==> config.mk <==
export PLATFORM = sky130hd
export DESIGN_NAME = pulse_width_meter
export DESIGN_NICKNAME = d
export VERILOG_FILES = /design/src/rtl/pulse_width_meter.sv
export SDC_FILE = /design/constraint.sdc
export NUM_CORES = 1
export LEC_CHECK = 0
export ABC_AREA = 1
export BUFFER_PORTS_ARGS = -buffer_cell sky130_fd_sc_hd__buf_2
export CAP_MARGIN = 30
export CELL_PAD_IN_SITES_DETAIL_PLACEMENT = 1
export CELL_PAD_IN_SITES_GLOBAL_PLACEMENT = 1
export CORE_ASPECT_RATIO = 1.4
export CORE_MARGIN = 1.5
export CORE_UTILIZATION = 30
export DETAILED_ROUTE_END_ITERATION = 16
export HOLD_SLACK_MARGIN = 0.1
export MAX_ROUTING_LAYER = met4
export PLACE_DENSITY_LB_ADDON = 0.1
export SLEW_MARGIN = 20
export SYNTH_ARGS = -nofsm -noshare
export SYNTH_HDL_FRONTEND = slang
export SYNTH_SLANG_ARGS = --single-unit
==> constraint.sdc <==
create_clock -name clk -period 2.4 [get_ports clk]
set_clock_uncertainty 0.2 [all_clocks]
set_input_delay 0.12 -clock clk [delete_from_list [all_inputs] [get_ports clk]]
set_output_delay 0.12 -clock clk [all_outputs]
set_load 0.01 [all_outputs]
==> src/rtl/pulse_width_meter.sv <==
// Measures high- and low-phase durations from edge-detector pulses and reports
// each completed phase as a registered width with a one-cycle valid strobe.
module pulse_width_meter #(
  parameter int CNT_W = 16
) (
  input  logic             clk,
  input  logic             rst,
  input  logic             pos_edge,
  input  logic             neg_edge,
  output logic [CNT_W-1:0] high_width,
  output logic             high_valid,
  output logic [CNT_W-1:0] low_width,
  output logic             low_valid,
  output logic             sat,
  output logic             err
);

  typedef enum logic [1:0] {
    IDLE = 2'd0,
    HIGH = 2'd1,
    LOW  = 2'd2
  } state_t;

  localparam logic [CNT_W-1:0] CNT_MAX  = {CNT_W{1'b1}};
  localparam logic [CNT_W-1:0] CNT_ONE  = {{(CNT_W-1){1'b0}}, 1'b1};
  localparam logic [CNT_W-1:0] CNT_ZERO = {CNT_W{1'b0}};

  state_t           state_q;
  logic [CNT_W-1:0] cnt_q;
  logic             cnt_sat_q;
  logic [CNT_W-1:0] high_width_q;
  logic [CNT_W-1:0] low_width_q;
  logic             high_valid_q;
  logic             low_valid_q;
  logic             sat_q;
  logic             err_q;

  // Saturating increment; the counter parks at its maximum value.
  function automatic logic [CNT_W-1:0] sat_inc(input logic [CNT_W-1:0] value);
    if (value == CNT_MAX) begin
      sat_inc = value;
    end else begin
      sat_inc = value + CNT_ONE;
    end
  endfunction

  // Phase-tracking FSM with phase counter and registered measurement outputs.
  always_ff @(posedge clk) begin
    if (rst) begin
      state_q      <= IDLE;
      cnt_q        <= CNT_ZERO;
      cnt_sat_q    <= 1'b0;
      high_width_q <= CNT_ZERO;
      low_width_q  <= CNT_ZERO;
      high_valid_q <= 1'b0;
      low_valid_q  <= 1'b0;
      sat_q        <= 1'b0;
      err_q        <= 1'b0;
    end else begin
      high_valid_q <= 1'b0;
      low_valid_q  <= 1'b0;
      sat_q        <= 1'b0;
      err_q        <= 1'b0;
      if (pos_edge && neg_edge) begin
        // Direction is unknowable, so drop back and wait for a clean edge.
        err_q     <= 1'b1;
        state_q   <= IDLE;
        cnt_q     <= CNT_ZERO;
        cnt_sat_q <= 1'b0;
      end else begin
        case (state_q)
          IDLE: begin
            if (pos_edge) begin
              state_q   <= HIGH;
              cnt_q     <= CNT_ONE;
              cnt_sat_q <= 1'b0;
            end else if (neg_edge) begin
              state_q   <= LOW;
              cnt_q     <= CNT_ONE;
              cnt_sat_q <= 1'b0;
            end else begin
              state_q <= IDLE;
            end
          end
          HIGH: begin
            if (neg_edge) begin
              high_width_q <= cnt_q;
              high_valid_q <= 1'b1;
              sat_q        <= cnt_sat_q;
              cnt_q        <= CNT_ONE;
              cnt_sat_q    <= 1'b0;
              state_q      <= LOW;
            end else if (pos_edge) begin
              err_q     <= 1'b1;
              cnt_q     <= CNT_ONE;
              cnt_sat_q <= 1'b0;
            end else begin
              cnt_q <= sat_inc(cnt_q);
              if (cnt_q == CNT_MAX) begin
                cnt_sat_q <= 1'b1;
              end
            end
          end
          LOW: begin
            if (pos_edge) begin
              low_width_q <= cnt_q;
              low_valid_q <= 1'b1;
              sat_q       <= cnt_sat_q;
              cnt_q       <= CNT_ONE;
              cnt_sat_q   <= 1'b0;
              state_q     <= HIGH;
            end else if (neg_edge) begin
              err_q     <= 1'b1;
              cnt_q     <= CNT_ONE;
              cnt_sat_q <= 1'b0;
            end else begin
              cnt_q <= sat_inc(cnt_q);
              if (cnt_q == CNT_MAX) begin
                cnt_sat_q <= 1'b1;
              end
            end
          end
          default: begin
            state_q   <= IDLE;
            cnt_q     <= CNT_ZERO;
            cnt_sat_q <= 1'b0;
          end
        endcase
      end
    end
  end

  assign high_width = high_width_q;
  assign low_width  = low_width_q;
  assign high_valid = high_valid_q;
  assign low_valid  = low_valid_q;
  assign sat        = sat_q;
  assign err        = err_q;

endmodule

==> results of run 1 <==
[flip-flops by register name, summed over array words and instances (netlist names)]
signal      flops
cnt_q          16
high_width     16
low_width      16
state_q         2
cnt_sat_q       1
err             1
high_valid      1
low_valid       1
sat             1
[cell usage in the layout, fill, tap and decap left out, drive strengths merged]
cell,instances
nand2,77
dfxtp,55
buf,49
a21oi,40
nor2,33
inv,29
nand4,17
o21ai,15
a211oi,13
nand3,9
nor3,8
ha,5
clkbuf,5
o21a,3
o211ai,3
clkinv,3
dlygate4sd3,2
xor2,1
o31ai,1
nand3b,1
a22oi,1
[metrics by stage]
step	cells	utilization [%]	power, mW	hold WS [ps]	worst slack [ps]
2_1_floorplan	325	-	1.12	120	690
3_3_place_gp	462	34.9	1.19	246	392
3_5_place_dp	462	34.9	1.19	251	378
4_1_cts	472	36.9	1.95	167	338
5_1_grt	472	36.9	2.02	191	202
6_report	472	36.9	1.92	169	381
[power by group]
group	total, mW	internal [mW]	switching [mW]
clock network	0.748	0.392	0.357
registers	0.946	0.931	0.0153
logic	0.225	0.0676	0.157
total	1.92	1.39	0.529
[per-layer routing]
layer / track usage, % / up-vias / wire (µm)
met4: 5.52 / 0 / 91
met1: 21.8 / 1103 / 3240
met2: 32.1 / 34 / 3940
li1: - / 1184 / -
met3: 2.72 / 6 / 181
met5: - / - / 0
[cell type report]
class | instances | share of cell area (%)
Timing Repair Buffer | 51 | 9.70
Clock inverter | 3 | 0.753
Inverter | 29 | 3.64
Sequential cell | 55 | 36.8
Multi-Input combinational cell | 227 | 40.7
Tap cell | 102 | 4.26
Clock buffer | 5 | 4.18
[cell usage after synthesis]
| master | count | area share [%] |
|---|---|---|
| a211oi_1 | 13 | 3.9 |
| a21oi_1 | 40 | 8.0 |
| a22oi_1 | 1 | 0.30 |
| buf_1 | 2 | 0.30 |
| buf_2 | 6 | 1.2 |
| buf_4 | 1 | 0.30 |
| clkbuf_1 | 5 | 0.75 |
| clkinv_1 | 1 | 0.15 |
| dfxtp_1 | 55 | 44 |
| ha_1 | 5 | 2.5 |
| inv_1 | 25 | 3.8 |
| inv_2 | 3 | 0.45 |
| nand2_1 | 73 | 11 |
| nand2_2 | 3 | 0.75 |
| nand2_4 | 1 | 0.45 |
| nand3_1 | 7 | 1.4 |
| nand3_2 | 2 | 0.80 |
| nand3b_1 | 1 | 0.30 |
| nand4_1 | 17 | 4.3 |
| nor2_1 | 25 | 3.8 |
| nor2_2 | 4 | 1.0 |
| nor2_4 | 3 | 1.4 |
| nor2_8 | 1 | 0.80 |
| nor3_1 | 5 | 1.0 |
| nor3_2 | 1 | 0.40 |
| nor3_4 | 2 | 1.3 |
| o211ai_1 | 3 | 0.90 |
| o21a_1 | 3 | 0.90 |
| o21ai_0 | 7 | 1.4 |
| o21ai_1 | 8 | 1.6 |
| o31ai_1 | 1 | 0.30 |
| xor2_1 | 1 | 0.35 |
[tightest hold or removal path, delay by kind of cell]
family	cells	cell delay, ps
buffers and inverters	1	270
and+or+nand+nor	1	170
AOI/OAI and AO/OA	1	60
[worst max-delay path by stage]
stage | endpoint | slack [ps] | depth (start not counted)
final | cnt_q[1] | 380 | 10
after global routing | cnt_q[1] | 200 | 10
after CTS | cnt_q[1] | 340 | 10
after detailed placement | cnt_q[1] | 380 | 10
after global placement | cnt_q[3] | 390 | 10
after floorplan | cnt_q[2] | 690 | 10
[logic make-up (layout without fill, tap and decap cells)]
family,after synthesis,after routing,share of synthesized area (%)
XOR/XNOR,1,1,0.352
flip-flops,55,55,44.2
buffers and inverters,43,88,6.93
AO/OA/AOI/OAI,76,76,17.4
AND/OR/NAND/NOR,145,145,28.6
adder cells (fa/ha/maj),5,5,2.51
==> run summary, run 1 <==
========================================================================================
Ordered list of cells on the worst path                                     inv_1 > ha_1 > inv_1 > nand2_1 > nand2_1 > o21ai_1 > nand2_1 > inv_1 > o21ai_0 > nor2_1
Post-route design area                                                          2990 µm²
Worst setup EP type                                                            flip-flop
Number of nets in the final layout                                                   378
Clock insertion delay at the later pin of the skew report                         300 ps
Transition time of the tightest slew-check pin                                    611 ps
Final weighted congestion of routability-driven global placement                   0.850
Floorplan die area                                                              8870 µm²
Maximum fanout along the worst path                                                    4
Sequential area share after synthesis                                              44.2%
Placed Instance Area                                                            2830 µm²
Pleak                                                                            1.20 nW
Fmax                                                                           0.495 GHz
Detailed Routing Iterations Pass 1                                                     4
Peak ir drop on the vdd network                                                 0.298 mV
Power density normalized to cell area                                         641 nW/µm²
Yosys Warn Count                                                                       0
Row cnt                                                                               39
Crit. Startpoint                                                              state_q[0]
CTS tree                                                                            done
R2R Setup Slk                                                                     380 ps
IO Port Bufs                                                                          39
Total track usage                                                                  18.6%
Worst hold stages                                                                      3
Number of cells on the worst reg-to-reg path                                          10
Number of buffers created by CTS                                                       5
Die extent in y                                                                   111 µm
Category of cells accounting for the largest share of critical-path delay   simple AND/OR/NAND/NOR gates
Area of the core region                                                         8100 µm²
Final min period                                                                 2020 ps
Count of unresolved DRC violations after routing                                       0
Multi-input gate area                                                           1220 µm²
Run status                                                                  finished clean
I/O pin count                                                                         40
Vias per cell                                                                       4.93
Summed negative setup slack over all endpoints                                      0 ps
Placed wire-length estimate                                                      5570 µm
Post_cts resized                                                                       0
Netlist Area Pre-Place                                                          2490 µm²
Total number of vias                                                                2327
Fraction of layout cells with a size suffix above 1                                20.8%
Total number of H-tree levels                                                          2
Total congestion overflow after global routing                                         0
Number of antenna cells inserted                                                       0
Initial antenna violation count                                                        0
Max Transition Viols Final                                                             0
Hold violation total from the final report                                             0
Startpoint of the lowest-slack hold path                                        neg_edge
Die Width                                                                        80.0 µm
Routed wire length                                                               7460 µm
Worst path buffer plus inverter count                                                  3
Hold-fix buffers, CTS                                                                  2
Maximum buffer depth of the clock tree                                                 2
Number of setup violations in the final report                                         0
Number of unique standard cell types used by synthesis                                32
Postcts setup bufs                                                                     0
Reg-to-reg critical path startpoint                                           state_q[0]
Library cell used as clock root buffer                                         clkbuf_16
Rel. slew slack                                                                    58.8%
Number of global-route vias before repair                                           2318
Number of synthesized register bits                                                   55
Worst min-delay path class                                                  input pin to flip-flop
Net count of the mapped netlist                                                      334
Crit path kind                                                              flip-flop to flip-flop
Hold Path End                                                               high_width[5]
Unrepaired setup endpoints after global routing                                       no
Antenna violation net count after detailed routing                                     0
Detailed Route Iter0 Violations                                                       89
Register area                                                                   1100 µm²
Wire length of the first global-routing pass                                    12300 µm
Clock sink total                                                                      55
Synthesized instance count                                                           325
Maximum cell stage delay along the critical path                                  340 ps
Mean area per synthesized cell                                                  7.67 µm²
Starting density of the core                                                       30.8%
CTS clk-pin slew, worst paths                                                      70 ps
Max-cap viol count                                                                     0
Endpoint of the lowest-slack register-to-register path                          cnt_q[1]
Maximum number of pins on one net before global-route repair                          36
FILL cells                                                                          1046
Cell with the largest stage delay on the worst path                              dfxtp_1
Area grow syn2layout                                                               20.1%
Worst EP required                                                                2430 ps
Final clock period utilization by the worst path                                   84.1%
Data arrival at the endpoint of the critical path                                2050 ps
Average detailed-routed wire length per instance                                 15.8 µm
Startpoint kind of the worst setup timing path                                 flip-flop
========================================================================================
Power figures use the tool's default switching activity.
==> inputs of run 2 (changes only) <==
--- a/config.mk
+++ b/config.mk
@@ -5,7 +5,7 @@
 export SDC_FILE = /design/constraint.sdc
 export NUM_CORES = 1
 export LEC_CHECK = 0
-export ABC_AREA = 1
+export ABC_AREA = 0
 export BUFFER_PORTS_ARGS = -buffer_cell sky130_fd_sc_hd__buf_2
 export CAP_MARGIN = 30
 export CELL_PAD_IN_SITES_DETAIL_PLACEMENT = 1
==> constraint.sdc (replaced) <==
create_clock -name clk -period 2.1 [get_ports clk]
set_clock_uncertainty 0.2 [all_clocks]
set_input_delay 0.105 -clock clk [delete_from_list [all_inputs] [get_ports clk]]
set_output_delay 0.105 -clock clk [all_outputs]
set_load 0.01 [all_outputs]
==> run 2 against run 1 <==
Effect of this change: utilization up 1.4 points; worst hold slack better by 84 ps; synthesized cell count shrank 3.7%; largest power group unchanged.
==> run summary, run 2 <==
===============================================================================
Rel. slew slack                                                           62.2%   +3.3 points
Final Core Density                                                        38.4%   +1.4 points
Fmax                                                                  0.496 GHz   +0.21%
Average detailed-routed wire length per instance                        16.3 µm   +3.4%
Floorplan die area                                                     8810 µm²   -0.64%
Total number of H-tree levels                                                 2   unchanged
Starting density of the core                                              30.6%   -0.20 points
Wire length of the first global-routing pass                           12900 µm   +5.1%
Detailed Route Iter0 Violations                                             125   +40%
CTS tree                                                                   done
Routed wire length                                                      7730 µm   +3.6%
Leading area contributor after synthesis                                dfxtp_1
Asr flop ratio synth                                                         0%   unchanged
Top FF cell, synth                                                      dfxtp_1
Largest cells by area after synthesis                              dfxtp_1, nand2_1, a21oi_1, ha_1, clkbuf_1
Max-cap viol count                                                            0   unchanged
Data arrival at the endpoint of the critical path                       2050 ps   about the same
Most common cell in the synthesized netlist                             nand2_1
Maximum buffer depth of the clock tree                                        2   unchanged
Row cnt                                                                      39   unchanged
Unrepaired setup endpoints after global routing                              no
Area of the core region                                                8100 µm²   unchanged
Clock sink total                                                             55   unchanged
Run status                                                         finished clean
Post-synth EDFFs                                                              0   unchanged
Net count of the mapped netlist                                             322   -3.6%
Hold violation total from the final report                                    0   unchanged
Initial antenna violation count                                               0   unchanged
Number of antenna cells inserted                                              0   unchanged
Fraction of layout cells with a size suffix above 1                       23.2%   +2.4 points
Switch share                                                              25.7%   -1.9 points
Share of total power in combinational logic                               10.8%   -0.9 points
Final min period                                                        2010 ps   -4.30 ps
Peak ir drop on the vdd network                                        0.429 mV   +44%
Worst setup EP type                                                   flip-flop
CTS clk-pin slew, worst paths                                             70 ps   about the same
Maximum fanout along the worst path                                           8   +4
Startpoint kind of the worst setup timing path                        flip-flop
Number of setup violations in the final report                                0   unchanged
Leading post-synthesis cells by instance count                     nand2_1, dfxtp_1, a21oi_1
Final clock period utilization by the worst path                          95.9%   +12 points
Clock insertion delay at the later pin of the skew report                300 ps   about the same
Count of unresolved DRC violations after routing                              0   unchanged
Number of global-route vias before repair                                  2517   +8.6%
Vias per cell                                                              5.20   +5.5%
Area share of the largest cell type after synthesis                       44.5%   +0.29 points
Detailed Routing Iterations Pass 1                                            4   unchanged
Antenna violation net count after detailed routing                            0   unchanged
Clock Power Share                                                         39.8%   +0.8 points
Total number of vias                                                       2461   +5.8%
Number of synthesized register bits                                          55   unchanged
Post-Route Hold Slack                                                    253 ps   +84.3 ps
Die extent in y                                                          110 µm   -0.32%
Maximum number of pins on one net before global-route repair                 38   +5.6%
Worst EP required                                                       2140 ps   -290 ps
Library cell used as clock root buffer                                clkbuf_16
Total Power                                                             2.15 mW   +12%
Placed wire-length estimate                                             5810 µm   +4.4%
I/O pin count                                                                40   unchanged
Total congestion overflow after global routing                                0   unchanged
Mean area per synthesized cell                                         7.91 µm²   +3.2%
FILL cells                                                                 1015   -3.0%
IO Port Bufs                                                                 39   unchanged
Most frequent cells in the layout                                  nand2_1, dfxtp_1, a21oi_1
Sequential cell fraction of total power                                   49.4%   about the same
Power density normalized to cell area                                692 nW/µm²   +7.9%
Number of unique standard cell types used by synthesis                       46   +44%
Crit path kind                                                     flip-flop to flip-flop
Net switching component of the power                                   0.552 mW   +4.4%
Leading cell type in the layout, fill and taps excluded                 nand2_1
Internal power contribution                                             1.60 mW   +15%
Yosys Warn Count                                                              0   unchanged
Die Width                                                               79.8 µm   -0.32%
Pleak                                                                   1.19 nW   -1.1%
Non-filler instance count after layout                                      473   +0.21%
Synthesized instance count                                                  313   -3.7%
Number of buffers created by CTS                                              5   unchanged
Number of nets in the final layout                                          379   +0.26%
Worst min-delay path class                                         flip-flop to flip-flop
Max Transition Viols Final                                                    0   unchanged
Summed negative setup slack over all endpoints                             0 ps   unchanged
Transition time of the tightest slew-check pin                           562 ps   -48.8 ps
Netlist Area Pre-Place                                                 2470 µm²   -0.65%
Sequential area share after synthesis                                     44.5%   +0.29 points
Final weighted congestion of routability-driven global placement          0.937   +10%
Area grow syn2layout                                                      25.6%
Total track usage                                                         19.5%   +1.0 points
Post-Place Cells                                                            461   -0.22%
===============================================================================
-- run 2: metrics by stage --
| step | instance area [µm²] | setup slack (ps) |
|---|---|---|
| after floorplan | 2470 | 146 |
| after global routing | 3110 | 2.26 |
| final | 3110 | 85.1 |
| after CTS | 3090 | 4.19 |
| after detailed placement | 2910 | 18.5 |
| after global placement | 2910 | 98.0 |
-- run 2: final cells by class --
class,instances,area (µm²),area share (%)
clock buffer,5,125,4.03
timing repair buffer,71,443,14.3
sequential,55,1100,35.5
multi-input combinational,228,1250,40.3
inverter,9,33.8,1.09
tap,102,128,4.11
clock inverter,3,23.8,0.765
-- run 2: power by group through the flow --
stage	registers (mW)	clock network, mW	logic [mW]
2_1_floorplan	1.09	0	0.134
3_3_place_gp	1.09	0	0.223
3_5_place_dp	1.09	0	0.228
4_1_cts	1.06	0.887	0.234
5_1_grt	1.06	0.922	0.259
6_report	1.06	0.856	0.233
-- run 2: cell families (layout without fill, tap and decap cells) --
family / Yosys count / in the layout / share of synthesized area, %
fa+ha+maj: 6 / 6 / 2.93
compound gates: 80 / 80 / 19.0
simple gates: 142 / 142 / 28.2
flops: 55 / 55 / 44.5
buf+inv: 30 / 88 / 5.36
-- run 2: path summary, 6_finish.rpt --
path,from,endpoint,slack [ps],cells past startpoint
max,cnt_q[4],cnt_q[4],90,5
min,high_width[8],high_width[8],250,2
max reg2reg,cnt_q[4],cnt_q[4],90,5
min reg2reg,high_width[8],high_width[8],250,2
-- run 2: timing repair --
item | CTS | global route
pin swaps | 0 | 1
gates resized for setup | 1 | 3
hold buffers | 3 | 0
setup buffers | 0 | 1
endpoints found under the setup margin | 2 | 14
hold endpoints to repair | 5 | 0
-- run 2: critical path, stage by stage, from the launching register on --
cell and delay [ps]:
dfxtp_1 470, nand4_1 230, buf_4 210, nor4_1 530, o21ai_0 180, a21oi_1 140
-- run 2: layer usage --
layer / vias to the layer above / track usage (%) / share of wire, %
li1: 1206 / - / -
met1: 1202 / 21.7 / 41
met2: 42 / 34.3 / 54
met3: 11 / 3.22 / 2.8
met4: 0 / 7.36 / 2.0
met5: - / - / 0
==> inputs of run 3 (changes only) <==
--- a/config.mk
+++ b/config.mk
@@ -14,6 +14,7 @@
 export CORE_MARGIN = 1.5
 export CORE_UTILIZATION = 30
 export DETAILED_ROUTE_END_ITERATION = 16
+export GPL_TIMING_DRIVEN = 0
 export HOLD_SLACK_MARGIN = 0.1
 export MAX_ROUTING_LAYER = met4
 export PLACE_DENSITY_LB_ADDON = 0.1
==> run 3 against run 2 <==
Effect of this change: critical path depth increased by 2; final cell count decreased by 0.63%; die area unchanged; first-iteration DRC count decreased by 20%; highest routed layer unchanged.
==> run summary, run 3 (same netlist as run 2, synthesis figures left out) <==
===============================================================================
Run status                                                         finished clean
Internal power contribution                                             1.75 mW   +9.4%
Count of unresolved DRC violations after routing                              0   unchanged
CTS tree                                                                   done
Leading cell type in the layout, fill and taps excluded                 nand2_1
Most frequent cells in the layout                                  nand2_1, dfxtp_1, a21oi_1
Met2 Usage GRT                                                            33.8%   -0.45 points
Transition time of the tightest slew-check pin                           606 ps   +43.7 ps
Ordered list of cells on the worst path                            dlygate4sd3_1 > buf_2 > or3_4 > or3_4 > and2_4 > buf_6 > nor3_4
Cell repeated most along the worst path                                   or3_4
Row cnt                                                                      39   unchanged
Initial antenna violation count                                               0   unchanged
CTS clk-pin slew, worst paths                                             80 ps   about the same
Final min period                                                        2040 ps   +29.0 ps
Peak ir drop on the vdd network                                        0.438 mV   +2.2%
Rel. slew slack                                                           59.6%   -2.6 points
Total congestion overflow after global routing                                0   unchanged
Summed negative setup slack over all endpoints                             0 ps   unchanged
Number of antenna cells inserted                                              0   unchanged
Unrepaired setup endpoints after global routing                              no
Worst min-delay path class                                         input pin to flip-flop
Share of total power in combinational logic                                9.9%   -0.9 points
Met1 track demand over resource in global routing                         22.1%   +0.37 points
Number of nets in the final layout                                          376   -0.79%
Sequential cell fraction of total power                                   46.7%   -2.7 points
Final weighted congestion of routability-driven global placement          0.857   -8.6%
Maximum buffer depth of the clock tree                                        2   unchanged
Fmax                                                                  0.489 GHz   -1.4%
Post-Route Hold Slack                                                    102 ps   -151 ps
Routed wire length                                                      7780 µm   +0.63%
Maximum fanout along the worst path                                           8   unchanged
I/O pin count                                                                40   unchanged
Fraction of layout cells with a size suffix above 1                       22.6%   -0.63 points
Global-route layer with the greatest usage                                 met2
Startpoint kind of the worst setup timing path                        input pin
Number of setup violations in the final report                                0   unchanged
Floorplan die area                                                     8810 µm²   unchanged
Data arrival at the endpoint of the critical path                       2070 ps   +20 ps
Clock sink total                                                             55   unchanged
Pleak                                                                   1.17 nW   -1.0%
Net switching component of the power                                   0.551 mW   -0.17%
Starting density of the core                                              30.6%   unchanged
Worst EP required                                                       2130 ps   about the same
Total number of H-tree levels                                                 2   unchanged
Max-cap viol count                                                            0   unchanged
Maximum number of pins on one net before global-route repair                 18   -53%
Total track usage                                                         19.3%   -0.24 points
Met3 routing resource usage after global routing                          2.56%   -0.66 points
Area of the core region                                                8100 µm²   unchanged
Placed wire-length estimate                                             5570 µm   -4.2%
Clock insertion delay at the later pin of the skew report                300 ps   about the same
Total number of vias                                                       2424   -1.5%
IO Port Bufs                                                                 38   -2.6%
Maximum cell stage delay along the critical path                         530 ps   about the same
Post-Place Cells                                                            453   -1.7%
Number of global-route vias before repair                                  2469   -1.9%
Placed Instance Area                                                   2790 µm²   -4.0%
Final clock period utilization by the worst path                          97.3%   +1.4 points
Library cell used as clock root buffer                                clkbuf_16
Clock Power Share                                                         43.4%   +3.6 points
Number of buffers created by CTS                                              5   unchanged
Vias per cell                                                              5.16   -0.87%
Worst setup EP type                                                   flip-flop
Cell with the largest stage delay on the worst path                dlygate4sd3_1
Crit path kind                                                     input pin to flip-flop
Die Width                                                               79.8 µm   unchanged
Detailed Route Iter0 Violations                                             100   -20%
Wire length of the first global-routing pass                           12900 µm   -0.10%
FILL cells                                                                 1005   -0.99%
Detailed Routing Iterations Pass 1                                            4   unchanged
Area grow syn2layout                                                      27.8%
Max Transition Viols Final                                                    0   unchanged
Non-filler instance count after layout                                      470   -0.63%
Die extent in y                                                          110 µm   unchanged
Post-route design area                                                 3160 µm²   +1.8%
Antenna violation net count after detailed routing                            0   unchanged
Hold violation total from the final report                                    0   unchanged
Power density normalized to cell area                                727 nW/µm²   +5.1%
Switch share                                                              24.0%   -1.7 points
Average detailed-routed wire length per instance                        16.6 µm   +1.3%
===============================================================================
-- run 3: cell types whose count changed in the layout (fill, tap and decap cells not counted), moves of 3 or more --
cell,before,now
clkbuf_1,0,5
clkbuf_2,0,3
dlygate4sd3_1,3,8
dfxtp_1,54,51
buf_6,0,3
ha_1,5,2
buf_4,29,8
-- run 3: layout make-up --
class                   instances  area [µm²]  share of cell area, %
plain buffers                  15        88.8                   2.81
clock buffers                   6         139                   4.39
clock inverters                 2        38.8                   1.23
inverters                       9        37.5                   1.19
multi-input cells             228        1300                   41.1
flip-flops and latches         55        1110                   35.0
well taps                     102         128                   4.03
repair buffers                 53         323                   10.2
-- run 3: critical path: cells and delay by family --
| family | cells | cell delay (ps) |
|---|---|---|
| buffers and inverters | 3 | 800 |
| AND/OR/NAND/NOR | 4 | 1180 |
-- run 3: path summary, 6_finish.rpt --
check	start	endpoint	slack (ps)	cells after the start
worst min register to register	low_width[11]	low_width[11]	250	2
worst max register to register	state_q[0]	cnt_q[2]	60	7
worst max-delay path	pos_edge	cnt_q[2]	60	7
worst min-delay path	neg_edge	state_q[1]	100	4
-- run 3: power by group through the flow --
stage / Clock [mW] / Sequential, mW / Combinational [mW]
global route: 1.08 / 1.08 / 0.255
global placement: 0 / 1.09 / 0.189
detailed placement: 0 / 1.09 / 0.191
floorplan: 0 / 1.09 / 0.134
finish: 0.999 / 1.07 / 0.227
CTS: 1.04 / 1.07 / 0.211
-- run 3: per-stage QoR --
stage                     setup slack [ps]  total power, mW  util [%]
after floorplan                        146             1.22         -
after global placement                -226             1.28      34.5
after detailed placement              -258             1.29      34.5
after CTS                             1.77             2.32      38.0
final                                 56.2             2.30      39.0
after global routing                  4.04             2.41      39.0
-- run 3: timing repair --
item / in CTS / in global routing
setup endpoints to repair: 37 / 35
resized for setup: 13 / 14
hold endpoints to repair: 9 / 0
setup buffers: 1 / 6
hold buffers: 8 / 0
pin swaps: 1 / 5
-- run 3: per-layer routing --
layer / vias to the layer above / share of wire [%] / routed length [µm]
li1: 1201 / - / -
met2: 48 / 53 / 4100
met3: 12 / 2.4 / 186
met1: 1163 / 42 / 3310
met5: - / 0 / 0
met4: 0 / 2.4 / 184
